--- src/rtl/cipher_regfile_pkg.sv ---
// cipher_regfile_pkg: register map, bit positions and FSM encoding for cipher_regfile_bank.
package cipher_regfile_pkg;
   localparam int unsigned ADDR_SEL    = 'h00;
   localparam int unsigned ADDR_CTRL   = 'h02;
   localparam int unsigned ADDR_STATUS = 'h04;
   localparam int CTRL_COMMIT   = 0;
   localparam int CTRL_LOCK     = 1;
   localparam int STAT_PENDING  = 0;
   localparam int STAT_LOCK     = 1;
   localparam int STAT_LAST_ERR = 2;
   typedef enum logic [1:0] {ST_IDLE = 2'd0, ST_RESP = 2'd1, ST_RELEASE = 2'd2} state_e;
endpackage

--- src/rtl/cipher_regfile_bank_shadow_reg.sv ---
// regfile_shadow_reg: host-written shadow register plus active copy loaded on commit.
module regfile_shadow_reg #(
   parameter int W = 16,
   parameter logic [W-1:0] RESET = '0
) (
   input  logic         clk,
   input  logic         rst_n,
   input  logic         wr_en_i,
   input  logic [W-1:0] wdata_i,
   input  logic         commit_i,
   output logic [W-1:0] shadow_o,
   output logic [W-1:0] active_o
);
   logic [W-1:0] shadow_q, shadow_d, active_q, active_d;
   // commit copies the pre-write shadow, so a same-edge write is not applied
   assign shadow_d = wr_en_i ? wdata_i : shadow_q;
   assign active_d = commit_i ? shadow_q : active_q;
   always_ff @(posedge clk or posedge rst_n) begin
      if (rst_n) begin
         shadow_q <= RESET;
         active_q <= RESET;
      end else begin
         shadow_q <= shadow_d;
         active_q <= active_d;
      end
   end
   assign shadow_o = shadow_q;
   assign active_o = active_q;
endmodule

--- src/rtl/cipher_regfile_bank.sv ---
// cipher_regfile_bank: handshake register bank holding shadow/active cipher select and keys.
module cipher_regfile_bank
   import cipher_regfile_pkg::*;
#(
   parameter int ADDR_WIDTH = 8,
   parameter int REG_WIDTH  = 16,
   parameter int NUM_KEYS   = 3,
   parameter logic [ADDR_WIDTH-1:0] KEY_BASE = 8'h10,
   parameter logic [NUM_KEYS*REG_WIDTH-1:0] KEY_RESET = {16'h0002, 16'hFFFF, 16'h0000},
   parameter logic [REG_WIDTH-1:0] SEL_RESET = 16'h0000
) (
   input  logic                          clk,
   input  logic                          rst_n,
   input  logic [ADDR_WIDTH-1:0]         addr,
   input  logic                          read,
   input  logic                          write,
   input  logic [REG_WIDTH-1:0]          wdata,
   output logic [REG_WIDTH-1:0]          rdata,
   output logic                          done,
   output logic                          error,
   input  logic                          engine_busy,
   output logic [REG_WIDTH-1:0]          select,
   output logic [NUM_KEYS*REG_WIDTH-1:0] keys,
   output logic                          commit_pending
);
   state_e state_q, state_d;
   logic [REG_WIDTH-1:0] rdata_q, rdata_d, sel_shadow, key_rd, ctrl_rd, status_rd, rd_val;
   logic [NUM_KEYS*REG_WIDTH-1:0] key_shadow;
   logic [NUM_KEYS-1:0] key_hit, key_we;
   logic err_q, err_d, pend_q, pend_d, lock_q, lock_d, last_err_q, last_err_d;
   logic req, is_sel, is_ctrl, is_status, is_key, acc_err, wr_ok, ctrl_we, apply;
   assign req       = (state_q == ST_IDLE) && (read || write);
   assign is_sel    = addr == ADDR_WIDTH'(ADDR_SEL);
   assign is_ctrl   = addr == ADDR_WIDTH'(ADDR_CTRL);
   assign is_status = addr == ADDR_WIDTH'(ADDR_STATUS);
   assign is_key    = |key_hit;
   assign acc_err   = (read && write) || !(is_sel || is_ctrl || is_status || is_key) ||
                      (write && is_status) || (write && lock_q && (is_sel || is_key));
   assign wr_ok     = req && write && !acc_err;
   assign ctrl_we   = wr_ok && is_ctrl;
   assign apply     = pend_q && !engine_busy;
   regfile_shadow_reg #(.W(REG_WIDTH), .RESET(SEL_RESET)) u_sel (
      .clk(clk), .rst_n(rst_n), .wr_en_i(wr_ok && is_sel), .wdata_i(wdata),
      .commit_i(apply), .shadow_o(sel_shadow), .active_o(select)
   );
   for (genvar k = 0; k < NUM_KEYS; k++) begin : g_key
      assign key_hit[k] = addr == ADDR_WIDTH'(KEY_BASE + 2 * k);
      assign key_we[k]  = wr_ok && key_hit[k];
      regfile_shadow_reg #(.W(REG_WIDTH), .RESET(KEY_RESET[k*REG_WIDTH +: REG_WIDTH])) u_key (
         .clk(clk), .rst_n(rst_n), .wr_en_i(key_we[k]), .wdata_i(wdata), .commit_i(apply),
         .shadow_o(key_shadow[k*REG_WIDTH +: REG_WIDTH]), .active_o(keys[k*REG_WIDTH +: REG_WIDTH])
      );
   end
   always_comb begin
      key_rd = '0;
      for (int i = 0; i < NUM_KEYS; i++) key_rd = key_hit[i] ? key_shadow[i*REG_WIDTH +: REG_WIDTH] : key_rd;
      ctrl_rd = '0;
      ctrl_rd[CTRL_LOCK] = lock_q;
      status_rd = '0;
      status_rd[STAT_PENDING]  = pend_q;
      status_rd[STAT_LOCK]     = lock_q;
      status_rd[STAT_LAST_ERR] = last_err_q;
      rd_val = is_sel ? sel_shadow : is_ctrl ? ctrl_rd : is_status ? status_rd : key_rd;
   end
   always_comb begin
      rdata_d    = req ? ((read && !acc_err) ? rd_val : '0) : rdata_q;
      err_d      = req ? acc_err : err_q;
      last_err_d = req ? acc_err : last_err_q;
      lock_d     = ctrl_we ? wdata[CTRL_LOCK] : lock_q;
      pend_d     = (ctrl_we && wdata[CTRL_COMMIT]) ? 1'b1 : apply ? 1'b0 : pend_q;
   end
   always_ff @(posedge clk or posedge rst_n) begin
      if (rst_n) begin
         rdata_q    <= '0;
         err_q      <= 1'b0;
         last_err_q <= 1'b0;
         lock_q     <= 1'b0;
         pend_q     <= 1'b0;
      end else begin
         rdata_q    <= rdata_d;
         err_q      <= err_d;
         last_err_q <= last_err_d;
         lock_q     <= lock_d;
         pend_q     <= pend_d;
      end
   end
   always_ff @(posedge clk or posedge rst_n) begin
      if (rst_n) state_q <= ST_IDLE;
      else state_q <= state_d;
   end
   always_comb begin
      state_d = (state_q == ST_IDLE)    ? (req ? ST_RESP : ST_IDLE) :
                (state_q == ST_RESP)    ? ST_RELEASE :
                (read || write)         ? ST_RELEASE : ST_IDLE;
   end
   always_comb begin
      done           = state_q == ST_RESP;
      rdata          = done ? rdata_q : '0;
      error          = done && err_q;
      commit_pending = pend_q;
   end
endmodule

--- config.mk ---
export PLATFORM = sky130hd
export DESIGN_NAME = cipher_regfile_bank
export DESIGN_NICKNAME = d
export VERILOG_FILES = /design/src/rtl/cipher_regfile_pkg.sv /design/src/rtl/cipher_regfile_bank_shadow_reg.sv /design/src/rtl/cipher_regfile_bank.sv
export SDC_FILE = /design/constraint.sdc
export NUM_CORES = 1
export LEC_CHECK = 0
export BUFFER_PORTS_ARGS = -buffer_cell sky130_fd_sc_hd__buf_2
export CORE_ASPECT_RATIO = 0.5
export CORE_MARGIN = 8
export CORE_UTILIZATION = 41
export CTS_CLUSTER_DIAMETER = 30
export DETAILED_ROUTE_END_ITERATION = 8
export PLACE_DENSITY_LB_ADDON = 0.05
export REMOVE_ABC_BUFFERS = 1
export SYNTH_ARGS = -nofsm -noshare
export SYNTH_HDL_FRONTEND = slang
export SYNTH_SLANG_ARGS = --single-unit
--- constraint.sdc ---
create_clock -name clk -period 4 [get_ports clk]
set_clock_uncertainty 0.1 [all_clocks]
set_input_delay 0.2 -clock clk [delete_from_list [all_inputs] [get_ports clk]]
set_output_delay 0.2 -clock clk [all_outputs]
set_load 0.01 [all_outputs]
# Yosys cells after proc, flatten, opt, wreduce, memory -nomap -nowiden
# Cells that the tools add are included.
[op_classes]
add_sub_neg = 0
mul = 0
div = 0
magnitude_cmp = 0
eq_ne = 6
shift = 0
n_mux = 14
n_bitwise = 0
n_reduce_logical = 31
[ops]
columns = ["cell", "count"]
rows = [
  ["16-bit 2-to-1 mux", 8],
  ["8-bit by 5-bit == test with 1-bit output (second input constant)", 3],
  ["1-bit logical AND", 16],
  ["8-bit by 2-bit == test with 1-bit output (second input constant)", 1],
  ["8-bit by 3-bit == test with 1-bit output (second input constant)", 1],
  ["8-bit zero test", 1],
  ["1-bit logical OR", 8],
  ["2-bit 2-to-1 mux", 3],
  ["1-bit zero test", 3],
  ["1-bit 2-to-1 mux", 3],
  ["3-bit OR reduction", 1],
  ["2-bit by 1-bit == test with 1-bit output (second input constant)", 1],
  ["2-bit zero test", 1],
  ["2-bit nonzero test", 1],
]
[word_totals]
reg_bits = 149
latchBits = 0
mem_bits_rw = 0
romBits = 0
elab_cells = 64
mem_count = 0

# Logic depth before layout (Yosys ltp)
# Gate-level depths: netlist of run 1.
[logic_depth]
word_depth = 13
mapped_depth = 7

# Hierarchy
# From an unflattened synthesis of run 1, not the netlist that was laid out.
[hier_totals]
cells_unflattened = 469
area_unflattened_um2 = 6866.6
[modules_own_cells]
columns = ["mod", "instances", "cells_each", "area_each_um2"]
rows = [
  ["regfile_shadow_reg (g_key[0].u_key ...)", 2, 69, 1302.5],
  ["cipher_regfile_bank", 1, 193, 1614.0],
  ["regfile_shadow_reg (g_key[1].u_key)", 1, 69, 1342.5],
  ["regfile_shadow_reg (g_key[2].u_key)", 1, 69, 1305.0],
]

# Worst setup path after synthesis of run 1
# No wires, ideal clock.
[synth_timing]
kind = "reg-to-reg"
startpoint = "register state_q[0]"
endpoint = "register g_key[2].u_key.shadow_q[0]"
setup_ns = 0.125
arrival_time_ns = 1.729
required_ns = 3.775
path_slack_ns = 2.046
stages_incl_launch_ff = 7
synth_period_minus_slack_ns = 1.954
path_cell_list = "dfrtp_1 > or3b_1 > nor4_4 > and2_1 > buf_4 > buf_8 > mux2_2"
[synth_via]
elab_chain_cells = 5
[synth_rtl]
columns = ["element", "line_no", "rtl"]
rows = [
  ["start: declaration", "cipher_regfile_bank.sv:26", "state_e state_q, state_d;"],
  ["start signal: assignment", "cipher_regfile_bank.sv:89", "else state_q <= state_d;"],
  ["2-bit zero test", "cipher_regfile_bank.sv:32", "assign req = (state_q == ST_IDLE) && (read || write);"],
  ["1-bit logical AND", "cipher_regfile_bank.sv:32", ""],
  ["1-bit logical AND (2 in series)", "cipher_regfile_bank.sv:39", "assign wr_ok = req && write && !acc_err;"],
  ["1-bit logical AND", "cipher_regfile_bank.sv:48", "assign key_we[k] = wr_ok && key_hit[k];"],
  ["end signal: assignment", "cipher_regfile_bank_shadow_reg.sv:23", "shadow_q <= shadow_d;"],
  ["end: declaration", "cipher_regfile_bank_shadow_reg.sv:14", "logic [W-1:0] shadow_q, shadow_d, active_q, active_d;"],
]
# No other way between the ends.
# A chain may end at the register's enable or synchronous reset.

# Final worst setup path of run 1
[layout_timing]
startpoint = "input port write"
endpoint = "register g_key[1].u_key.shadow_q[10]"
[layout_via]
elab_chain_cells = 7
elab_cells_between_ends = 13
classes_between = "13 x reduce/logical"
[layout_rtl]
columns = ["element", "line_no", "rtl"]
rows = [
  ["start: declaration", "cipher_regfile_bank.sv:16", "input logic write,"],
  ["1-bit logical AND", "cipher_regfile_bank.sv:37", "assign acc_err = (read && write) || !(is_sel || is_ctrl || is_status || is_key) ||"],
  ["1-bit logical OR (2 in series)", "cipher_regfile_bank.sv:37", ""],
  ["1-bit logical OR", "cipher_regfile_bank.sv:38", "(write && is_status) || (write && lock_q && (is_sel || is_key));"],
  ["1-bit zero test", "cipher_regfile_bank.sv:39", ""],
  ["1-bit logical AND (*)", "cipher_regfile_bank.sv:39", ""],
  ["1-bit logical AND (*)", "cipher_regfile_bank.sv:48", ""],
  ["end signal: assignment", "cipher_regfile_bank_shadow_reg.sv:23", ""],
  ["end: declaration", "cipher_regfile_bank_shadow_reg.sv:14", ""],
]
# Mark *: on every way between the ends. The rest lies on a longest branch, timed or not.

==> results of run 1 <==
## where the power goes
part           leakage [nW]  internal, mW  switching [mW]  total (mW)
Clock                 0.292         0.889           0.721        1.61
Sequential             1.95          1.54          0.0227        1.56
Combinational          1.90        0.0679           0.155       0.223
## sequential cells by signal (all words and copies together), names as in the netlist
signal,flops
g_key.u_key.shadow_o,48
last_err_q,1
commit_pending,1
rdata_q,16
lock_q,1
state_q,2
u_sel.active_o,16
g_key.u_key.active_o,48
u_sel.shadow_o,16
## layout make-up
cell class | instances | area, sq um
Fill cell | 1371 | 7491
Tap cell | 204 | 255.2
Multi-Input combinational cell | 275 | 2542
Clock buffer | 17 | 425.4
Inverter | 6 | 27.53
Clock inverter | 15 | 158.9
Sequential cell | 149 | 3771
Timing Repair Buffer | 135 | 783.3
## worst reg2reg max path, stage by stage (launching register included)
cell and delay, ns:
dfrtp_1 0.42, or3b_1 0.45, nor4_4 0.21, and3_1 0.58, buf_4 0.33, mux2_2 0.36
## metrics by stage
step	hold slack, ns	instance area, sq um	total power [mW]	setup TNS, ns	instances
6_report	0.01088	7964	3.391	0	801
5_1_grt	0.006328	7964	3.521	0	801
4_1_cts	0.0005570	7964	3.438	0	801
3_5_place_dp	0.3333	7189	1.799	0	750
3_3_place_gp	0.3307	7189	1.800	0	750
2_1_floorplan	0.2210	6324	1.688	-28.95	430
## layer usage
metal  share of wire, %  GRT usage [%]  vias up
li1                   -              -     1887
met1                 51          23.31     2139
met2                 44          24.21       82
met3                4.3          3.905       16
met4               0.93          4.228        0
met5                  0              0        -
## logic make-up after synthesis
group,after synthesis,synth area share (%)
and+or+nand+nor,85,8.008
muxes,144,25.52
adders and majority gates,1,0.1540
DFF,149,58.02
AOI/OAI and AO/OA,45,5.236
buffers and inverters,32,3.060
## what timing repair did
item / in CTS / in global routing
hold buffers: 19 / 0
endpoints found under the hold margin: 137 / 0
gates resized for setup: 0 / 0
## worst paths after layout
check	cells after the start	start	slack (ns)	to
max	7	write	1.48	g_key[1].u_key.shadow_o[10]$_DFFE_PP1P_
min	2	wdata[0]	0.01	u_sel.shadow_o[0]$_DFFE_PP0P_
max reg2reg	5	state_q[1]$_DFF_PP0_	1.48	g_key[1].u_key.shadow_o[10]$_DFFE_PP1P_
min reg2reg	2	rdata_q[15]$_DFFE_PP0P_	0.36	rdata_q[15]$_DFFE_PP0P_
max in group asynchronous	4	rst_n	2.38	g_key[1].u_key.shadow_o[1]$_DFFE_PP1P_
min in group asynchronous	3	rst_n	0.40	u_sel.active_o[13]$_DFFE_PP0P_
## layout by cell type (no fill, tap or decap), types with 3 or more instances in the layout
| master | n |
|---|---|
| and2_1 | 18 |
| dfstp_2 | 34 |
| mux2_4 | 15 |
| o21ai_0 | 4 |
| a22oi_1 | 15 |
| o2bb2ai_1 | 13 |
| inv_6 | 8 |
| inv_1 | 5 |
| nor4_4 | 3 |
| buf_2 | 111 |
| nand3_1 | 3 |
| clkbuf_16 | 17 |
| dfrtp_1 | 115 |
| mux2i_1 | 15 |
| mux2_2 | 109 |
| buf_4 | 5 |
| a21oi_1 | 3 |
| nand2_1 | 32 |
| inv_8 | 4 |
| mux2_1 | 5 |
| dlygate4sd3_1 | 19 |
| o22ai_1 | 3 |
| nor2_1 | 7 |
==> reports/summary.txt, run 1 <==
critical path, cell by cell -> dlygate4sd3_1, buf_2, or3b_1, nor4_4, and3_1, buf_4, mux2_2
final worst-path cycle share -> 63.02%
post-synth cell types -> 46
vias per inst -> 5.149
Worst-path clk slew -> 0.07 ns
die height -> 105.0 microns
gpl congestion -> 0.7867
RSZ-0062 raised after global routing -> false
Period minus WS final -> 2.521 ns
initial antenna violation count -> 0
static leakage -> 4.140 nW
FP Rows -> 32
Tot GR Track Use -> 16.24%
postcts setup bufs -> 0
Critical Path RT -> 4.25 ns
Slew Viols, Final -> 0
Top delay family on crit path -> simple AND/OR/NAND/NOR gates
Yosys reg bits -> 149
Seq/Total Area, Yosys -> 58.02%
ant diodes -> 0
kind of critical path -> input port to flip-flop
GRT Residual Overflow -> 0
antenna-violating nets left -> 0
syn avg cell area -> 14.25 sq um
Ys Warns -> 0
largest net degree at the start of global routing -> 100
CORE AREA -> 15450 sq um
clk_lat worst skew -> 0.42 ns
total routed wirelength -> 16070 microns
biggest area consumer among synthesized cells -> dfrtp_1
Die Area -> 20380 sq um
Slew HR -> 28.72%
Peak VDD IR -> 0.3069 mV
clk sinks -> 149
Post-synth EDFFs -> 0
crit path max-delay cell type -> and3_1
Initial Utilization -> 42.06%
number of global-route vias before repair -> 4456
crit start category -> input port
first-pass GRT wire length -> 26410 microns
Residual DRC -> 0
CTS Buf Count -> 17
Die Span X -> 194.1 microns
# IOs -> 112
DR iter-0 viols -> 177
# H-tree levels -> 4
CP endpoint kind -> flip-flop
CP bufs+invs -> 3
Tightest Pin Transition -> 1.069 ns
Post-Synthesis Cells -> 456
Bufs on Longest Clock Path -> 2
max cap viols -> 0
ys flop type -> dfrtp_1
final core utilization -> 51.53%
Mapped Area -> 6500 sq um
PnR worst setup slack -> 1.479 ns
Synth top area share -> 44.27%
Crit path arrival time -> 2.77 ns
CP max stage delay -> 0.58 ns
CTS tree -> built
Area growth, synth to finish -> 22.52%
Peak Freq -> 0.3967 GHz
WL per Instance -> 20.07 microns
Layout Nets -> 613
IO Port Bufs -> 111
TritonRoute pass-1 iters -> 4
worst-path fanout max -> 9
via count -> 4124
Clk Tree Root Cell -> clkbuf_16
Hold Vio Cnt, Final -> 0
layout cells sized above 1 -> 53.60%
FFs w/ async S/R, synth -> 100.0%
Final HPWL DP -> 10620 microns
Setup Viol. Count Final -> 0
PwrDens -> 425.8 nW/um^2
Synth area leaders -> dfrtp_1 (44%), mux2_2 (19%), dfstp_2 (14%)
Post-synth top cells -> dfrtp_1 (115), mux2_2 (109), dfstp_2 (34)
Setup Slack @ Placement -> 1.360 ns
status -> finished, final reports clean
most common cell in the netlist -> dfrtp_1
HP Class -> input port to flip-flop
Power figures use the tool's default switching activity.
==> inputs of run 2 (changes only) <==
--- a/config.mk
+++ b/config.mk
@@ -5,6 +5,7 @@
 export SDC_FILE = /design/constraint.sdc
 export NUM_CORES = 1
 export LEC_CHECK = 0
+export ABC_AREA = 1
 export BUFFER_PORTS_ARGS = -buffer_cell sky130_fd_sc_hd__buf_2
 export CORE_ASPECT_RATIO = 0.5
 export CORE_MARGIN = 8
==> constraint.sdc (replaced) <==
create_clock -name clk -period 2.2 [get_ports clk]
set_clock_uncertainty 0.1 [all_clocks]
set_input_delay 0.11 -clock clk [delete_from_list [all_inputs] [get_ports clk]]
set_output_delay 0.11 -clock clk [all_outputs]
set_load 0.01 [all_outputs]
==> run 2 against run 1 <==
Effect of this change: sequential power grew 81%; largest power group unchanged; critical path depth shrank 1; synthesized cell count grew 58%; cell area grew 6.0%; hold slack lost 0.0064 ns; combinational power grew to 3.0 times the previous value.
==> reports/summary.txt, run 2 <==
ys flop type -> dfrtp_1
largest net degree at the start of global routing -> 80
Hold Vio Cnt, Final -> 0
via count -> 5560
Slew Viols, Final -> 0
Yosys reg bits -> 149
first-pass GRT wire length -> 30890 microns
HP Class -> input port to flip-flop
number of global-route vias before repair -> 5482
Peak VDD IR -> 0.6830 mV
commonest non-fill, non-tap cells in the layout -> nand2_1 (259), dfrtp_1 (115), buf_2 (111)
static leakage -> 4.373 nW
final hold slack -> 0.004461 ns
FFs w/ async S/R, synth -> 100.0%
TritonRoute pass-1 iters -> 5
Seq/Total Area, Yosys -> 54.89%
# H-tree levels -> 4
RSZ-0062 raised after global routing -> false
cell internal pwr -> 4.571 mW
# IOs -> 112
CORE AREA -> 16390 sq um
Residual DRC -> 0
post-synth cell types -> 27
placed cells -> 1033
flop-to-flop setup slack -> 0.20 ns
WL per Instance -> 17.55 microns
Critical Path RT -> 2.40 ns
Tightest Pin Transition -> 0.5219 ns
Crit path arrival time -> 2.20 ns
Ys Warns -> 0
CP endpoint kind -> flip-flop
initial antenna violation count -> 0
max cap viols -> 0
sw frac -> 28.81%
gpl congestion -> 0.7683
Mapped Area -> 6870 sq um
CTS tree -> built
clk_lat worst skew -> 0.41 ns
clk sinks -> 149
CP max stage delay -> 0.42 ns
Worst-path clk slew -> 0.07 ns
total routed wirelength -> 19010 microns
Tot GR Track Use -> 18.20%
FP Rows -> 33
Clk Tree Root Cell -> clkbuf_16
CTS Buf Count -> 17
Period minus WS final -> 1.999 ns
PwrDens -> 760.3 nW/um^2
Bufs on Longest Clock Path -> 2
layout cells sized above 1 -> 31.89%
Setup Viol. Count Final -> 0
antenna-violating nets left -> 0
postcts setup bufs -> 0
Layout Nets -> 872
most used cell, CP -> nand2_1
Die Span X -> 199.1 microns
ant diodes -> 0
Post-synth EDFFs -> 0
most common cell after layout, fill and taps aside -> nand2_1
Slew HR -> 65.12%
Area growth, synth to finish -> 22.93%
Sequential Power Share -> 43.9%
Post-Synthesis Cells -> 721
most common cell in the netlist -> nand2_1
kind of critical path -> flip-flop to flip-flop
sw power -> 1.850 mW
Peak Freq -> 0.5003 GHz
worst-path fanout max -> 19
GRT Residual Overflow -> 0
Die Area -> 21410 sq um
Initial Utilization -> 41.91%
syn avg cell area -> 9.529 sq um
Combinational Power Share -> 10.5%
biggest area consumer among synthesized cells -> dfrtp_1
clock power share -> 45.6%
Post-synth top cells -> nand2_1 (259), dfrtp_1 (115), nand4_1 (84)
DR iter-0 viols -> 384
final worst-path cycle share -> 90.86%
Synth top area share -> 41.89%
final std cells w/o fill -> 1083
crit start category -> flip-flop
Synth area leaders -> dfrtp_1 (42%), nand2_1 (14%), dfstp_2 (13%)
IO Port Bufs -> 111
critical path, cell by cell -> nor3_4, inv_4, nor2_8, nand4_4, nand2_1, nand2_1
vias per inst -> 5.134
Final HPWL DP -> 12240 microns
status -> finished, final reports clean
crit path max-delay cell type -> nand4_4
die height -> 107.5 microns
run 2: cell count changes after synthesis, sizes merged, moves of 12 or more:
| cell | change |
|---|---|
| o2111ai | +13 |
| mux2 | -80 |
| o21ai | +12 |
| a22oi | -15 |
| inv | +41 |
| nand2 | +230 |
| nand4 | +87 |
| mux2i | -15 |
| nor2 | +34 |
| o2bb2ai | -13 |
| and2 | -18 |
run 2: power groups by stage:
| stage | sequential, mW | clock (mW) | combinational [mW] |
|---|---|---|---|
| finish | 2.82 | 2.93 | 0.674 |
| global route | 2.82 | 3.10 | 0.739 |
| CTS | 2.82 | 2.97 | 0.680 |
| detailed placement | 2.87 | 0 | 0.653 |
| global placement | 2.87 | 0 | 0.649 |
| floorplan | 2.87 | 0 | 0.330 |
run 2: path summary, 6_finish.rpt:
kind / startpoint / end / cells after the start
setup / recovery: state_q[0]$_DFF_PP0_ / g_key[0].u_key.shadow_o[15]$_DFFE_PP0P_ / 6
hold / removal: read / state_q[1]$_DFF_PP0_ / 3
setup reg to reg: state_q[0]$_DFF_PP0_ / g_key[0].u_key.shadow_o[15]$_DFFE_PP0P_ / 6
hold reg to reg: g_key[1].u_key.shadow_o[0]$_DFFE_PP1P_ / g_key[1].u_key.shadow_o[0]$_DFFE_PP1P_ / 2
max in group asynchronous: rst_n / g_key[1].u_key.shadow_o[11]$_DFFE_PP1P_ / 4
min in group asynchronous: rst_n / u_sel.active_o[9]$_DFFE_PP0P_ / 3
run 2: cells by family after synthesis:
family	count (synthesis)	share of synthesized area, %
buffers and inverters	91	6.174
AOI/OAI and AO/OA	33	3.114
muxes	49	8.031
and+or+nand+nor	399	27.79
DFF	149	54.89
run 2: routing by layer:
metal | global-route usage (%) | vias to the layer above | part of all wire, %
met5 | 0 | - | 0
met2 | 26.77 | 124 | 43
met3 | 3.775 | 9 | 5.0
met4 | 3.314 | 0 | 0.61
li1 | - | 2654 | -
met1 | 27.32 | 2773 | 51
run 2: area by class of cell:
class / instances / area (sq um)
clock buffers: 17 / 425.4
inverters: 47 / 183.9
well taps: 227 / 284.0
multi-input cells: 481 / 2683
fillers: 1577 / 7946
clock inverters: 15 / 165.2
repair buffers: 147 / 933.4
flip-flops and latches: 149 / 3771
run 2: worst max-delay path: cells and delay by family (launching register included):
kind | cells | cell delay (ns)
buffers and inverters | 1 | 0.16
AND/OR/NAND/NOR | 5 | 1.22
flip-flops | 1 | 0.40
run 2: through the flow:
stage / TNS [ns] / total power [mW] / setup WS, ns / utilization (%) / cell area (sq um)
global placement: 0 / 3.515 / 0.2439 / 46.82 / 7675
floorplan: -339.39 / 3.201 / -1.962 / - / 6625
finish: 0 / 6.421 / 0.2011 / 51.52 / 8446
CTS: 0 / 6.472 / 0.1961 / 51.52 / 8446
detailed placement: 0 / 3.521 / 0.2080 / 46.82 / 7675
global route: 0 / 6.661 / 0.05641 / 51.52 / 8446
run 2: timing repair:
action                     4_1_cts  5_1_grt
hold buffers                    18        0
hold endpoints to repair       115        0
gates resized for setup          0        0
setup endpoints to repair        0        0
